--- src/rtl/modn_updown_counter.sv ---
// Parametrised modulo-N up/down counter with clear, load, enable, wrap/saturate
// mode, combinational terminal count for cascading and sticky load-error flag.
module modn_updown_counter #(
  parameter int unsigned     WIDTH    = 4,
  parameter longint unsigned MODULUS  = 16,
  parameter bit              SATURATE = 1'b0
) (
  input  logic             clk,
  input  logic             rst_n,
  input  logic             en,
  input  logic             up,
  input  logic             clr,
  input  logic             load,
  input  logic [WIDTH-1:0] din,
  output logic [WIDTH-1:0] q,
  output logic [WIDTH-1:0] nq,
  output logic             tc,
  output logic             wrap,
  output logic             lderr
);

  // Compares are done one bit wider so MODULUS = 2^WIDTH does not overflow.
  localparam logic [WIDTH:0] MOD_W = (WIDTH+1)'(MODULUS);
  localparam logic [WIDTH:0] MAX_W = MOD_W - (WIDTH+1)'(1);

  logic [WIDTH-1:0] q_q, q_d;
  logic             wrap_q, wrap_d;
  logic             lderr_q, lderr_d;
  logic             at_max, at_zero;

  assign at_max  = ({1'b0, q_q} == MAX_W);
  assign at_zero = (q_q == '0);

  always_comb begin
    q_d     = q_q;
    wrap_d  = 1'b0;
    lderr_d = lderr_q;
    if (clr) begin
      q_d     = '0;
      lderr_d = 1'b0;
    end else if (load) begin
      if ({1'b0, din} < MOD_W) begin
        q_d = din;
      end else begin
        q_d     = MAX_W[WIDTH-1:0];
        lderr_d = 1'b1;
      end
    end else if (en) begin
      if (up) begin
        if (at_max) begin
          wrap_d = 1'b1;
          q_d    = SATURATE ? q_q : '0;
        end else begin
          q_d = q_q + WIDTH'(1);
        end
      end else begin
        if (at_zero) begin
          wrap_d = 1'b1;
          q_d    = SATURATE ? q_q : MAX_W[WIDTH-1:0];
        end else begin
          q_d = q_q - WIDTH'(1);
        end
      end
    end
  end

  always_ff @(posedge clk or negedge rst_n) begin
    if (!rst_n) begin
      q_q     <= '0;
      wrap_q  <= 1'b0;
      lderr_q <= 1'b0;
    end else begin
      q_q     <= q_d;
      wrap_q  <= wrap_d;
      lderr_q <= lderr_d;
    end
  end

  assign q     = q_q;
  assign nq    = ~q_q;
  assign wrap  = wrap_q;
  assign lderr = lderr_q;
  assign tc    = en & ((up & at_max) | (~up & at_zero));

endmodule
--- config.mk ---
export PLATFORM = sky130hd
export DESIGN_NAME = modn_updown_counter
export DESIGN_NICKNAME = d
export VERILOG_FILES = /design/src/rtl/modn_updown_counter.sv
export SDC_FILE = /design/constraint.sdc
export NUM_CORES = 1
export LEC_CHECK = 0
export ABC_AREA = 1
export CORE_AREA = 2 2 39 41
export DETAILED_ROUTE_END_ITERATION = 10
export DIE_AREA = 0 0 41 43
export PLACE_DENSITY_LB_ADDON = 0.2
export RECOVER_POWER = 50
export SETUP_SLACK_MARGIN = 0.5
export SLEW_MARGIN = 20
export SYNTH_ARGS = -nofsm -noshare
export SYNTH_HDL_FRONTEND = slang
export SYNTH_SLANG_ARGS = --single-unit
export TNS_END_PERCENT = 20
--- constraint.sdc ---
create_clock -name clk -period 1.35 [get_ports clk]
set_input_delay 0.27 -clock clk [delete_from_list [all_inputs] [get_ports clk]]
set_output_delay 0.27 -clock clk [all_outputs]
set_load 0.02 [all_outputs]
==> results of run 1 <==
-- flip-flops by register name, indices dropped and copies added (netlist names) --
signal and flops:
q 4, wrap 1
-- worst max-delay path by stage --
stage,start,end,slack [ns]
after floorplan,q[0]$_DFFE_PN0P_,tc,-0.0006
after global placement,up,tc,-0.55
after detailed placement,up,tc,-0.57
after CTS,q[0]$_DFFE_PN0P_,tc,-0.23
after global routing,q[0]$_DFFE_PN0P_,tc,-0.28
final,q[0]$_DFFE_PN0P_,tc,-0.21
-- kinds of logic after synthesis --
family / count (synthesis) / share of synthesized area, %
compound gates: 9 / 11.1
xor+xnor: 1 / 1.93
fa+ha+maj: 3 / 8.29
buf+inv: 13 / 13.3
flops: 5 / 27.6
other cells: 1 / 0.828
simple gates: 33 / 37.0
-- synthesized netlist by cell type (2+ instances only) --
cell / number / area (sq um)
nand2_1: 14 / 52.6
inv_1: 8 / 30.0
nor2_1: 6 / 22.5
dfrtp_1: 5 / 125
nand3_1: 5 / 25.0
ha_1: 3 / 37.5
inv_2: 3 / 11.3
nand2_2: 3 / 18.8
o21ai_0: 3 / 15.0
a21oi_1: 2 / 10.0
nor2_4: 2 / 22.5
nor3_2: 2 / 20.0
o21ai_1: 2 / 10.0
-- metal layers --
layer,part of all wire [%],global-route usage [%]
met4,1.0,8.00
met1,40,20.3
met2,54,30.0
met5,0,0
met3,5.5,6.28
-- per-stage QoR --
step                setup slack [ns]  power (mW)  cells
detailed placement            -0.573       0.518    116
global placement              -0.550       0.511    116
finish                        -0.205       0.720    124
CTS                           -0.226       0.727    123
floorplan                  -0.000594       0.350     65
global route                  -0.276       0.780    124
-- where the power goes --
part	leakage, nW	switching (mW)	internal (mW)	total [mW]
logic	0.396	0.171	0.188	0.359
registers	0.0598	0.0242	0.166	0.190
clock network	0.0150	0.0597	0.112	0.171
total	0.470	0.255	0.465	0.720
-- what timing repair did --
item | CTS | global route
endpoints found under the setup margin | 15 | 15
pin swaps | 8 | 3
endpoints found under the hold margin | 0 | 0
setup buffers | 3 | 1
gates resized for setup | 69 | 5
-- final cells by class --
class,count,share of cell area (%)
Multi-Input combinational cell,47,35.5
Clock buffer,4,2.89
Timing Repair Buffer,41,39.9
Tap cell,16,2.20
Sequential cell,5,14.3
Inverter,11,5.10
==> key figures, run 1 <==
Layout
  • Area of the multi-input gates: between 300 and 400 sq um
  • Fill cell count: approximately 120
  • Sequential Area: 130 sq um
  • Most frequent cells in the layout: buf_4 (22), nand2_1 (13), buf_6 (9)
  • Layout area overhead: 101%
  • Util after Layout: about 66%
  • NumNets Final: 122
  • Post-route cell area: roughly 910 sq um
  • Antenna diodes: 0
  • Most common cell after layout, fill and taps aside: buf_4
  • Share of cells above drive strength 1: a little over half

Logic synthesis
  • Post-Syn Nets: about 80
  • Yosys reg bits: 5
  • Cell area after synthesis: 453 sq um
  • Synth unique cells: 20
  • Most used DFF post-synth: dfrtp_1
  • Post-Syn Instances: 65
  • Post-Syn Area per Cell: ~7.0 sq um
  • Post-synth EDFFs: 0
  • Seq/Total Area, Yosys: 27.6%
  • Yosys Warn Count: 0
  • Ys async rst share: 100%

CTS
  • Clk Latency, worst-skew pair: around 0.24 ns
  • Clk pin slew, worst setup/hold paths: ~0.04 ns
  • CTS tree: built
  • CTS H-Tree Depth: 1
  • Clk buf depth: 2
  • CTS sink count: 5
  • Num CTS Buffers: 3
  • Root buf cell: clkbuf_4
  • Post-CTS Hold Buffers: 0

Timing
  • Fin crit share: 115%
  • Hold slack: 0.320 ns
  • Fin crit period: ~1.6 ns
  • Clk_skew: 0.00520 ns
  • Endpoints failing setup: 4
  • Setup TNS: -0.359 ns
  • RSZ-0062 raised after global routing: yes
  • Final hold vios: 0
  • Fmax: about 0.64 GHz
  • Pins Over Slew Limit: 0
  • Final WS setup: -0.205 ns

Setup path
  • CP required: between 1 and 1.5 ns
  • Critical R2R Launch: q[0]$_DFFE_PN0P_
  • Crit. End Element: output port
  • Worst setup path category: reg2out
  • FF-to-FF End: wrap$_DFF_PN0_
  • Slowest stage cell, crit path: dfrtp_2
  • Buf/Inv on CP: 2
  • CP top delay family: flip-flops
  • CP max stage delay: 0.42 ns
  • Setup slack on the worst flop-to-flop path: -0.10 ns
  • CP Launch Type: flip-flop
  • Worst-path fanout max: 4
  • Crit-path cells: ha_4, nand2_4, o21ai_2, nand3_2, inv_2, buf_6
  • Logic depth of the worst path, buffers included: 6
  • Arrival time worst endpoint: roughly 1.3 ns
  • Reg2reg path depth: 8

Outcome
  • Status: finished, violations left
  • Failing checks: negative setup slack

Routing
  • Drt initial violations: 9
  • Drt first pass iters: 4
  • DRC viols: 0
  • DR vias/cell: 4.59
  • Drt wl/cell: ~11 um
  • Total number of vias: around 570
  • WL final: 1390 um
  • Antenna violation net count after detailed routing: 0

Global route
  • Vias in the first global route: 513
  • Grt ovf: 0
  • Initial antenna violation count: 0
  • Largest net degree at the start of global routing: 6
  • Total GRT Usage: between 10% and 20%
  • Global-route wire length before repair: between 2000 and 2500 um

Placed design
  • I/O Buffers: 19
  • Detail Placement HPWL: approximately 1100 um
  • Routability Congestion: 0.749
  • Post-DP Area: about 820 sq um

Floorplan
  • Die Ht: roughly 43 um
  • Initial core utilization: 32.7%
  • Die area: between 0.0015 and 0.002 sq mm
  • Die W: approximately 41 um
  • FP Rows: 14
  • Total I/O pin count: 21
  • CORE AREA: ~0.0014 sq mm

Power and ir drop
  • PwrDens: a little under 800 mW/mm^2
  • Static leakage: approximately 0.47 nW
  • Worst VDD drop: about 0.75 mV

Run
  • Max_cap viols: 0

Worst hold path
  • Worst Hold Class: in2async
(Power assumes the default switching activity.)
==> inputs of run 2 (changes only) <==
- MAX_ROUTING_LAYER: default -> met4
==> results of run 2 <==
Final layout, timing and power as in run 1 (identical DEF).
Main changes from that run: final weighted congestion in routability-driven placement 0.749 -> 0.758; overall routing resource usage 18.4% -> 18.8%
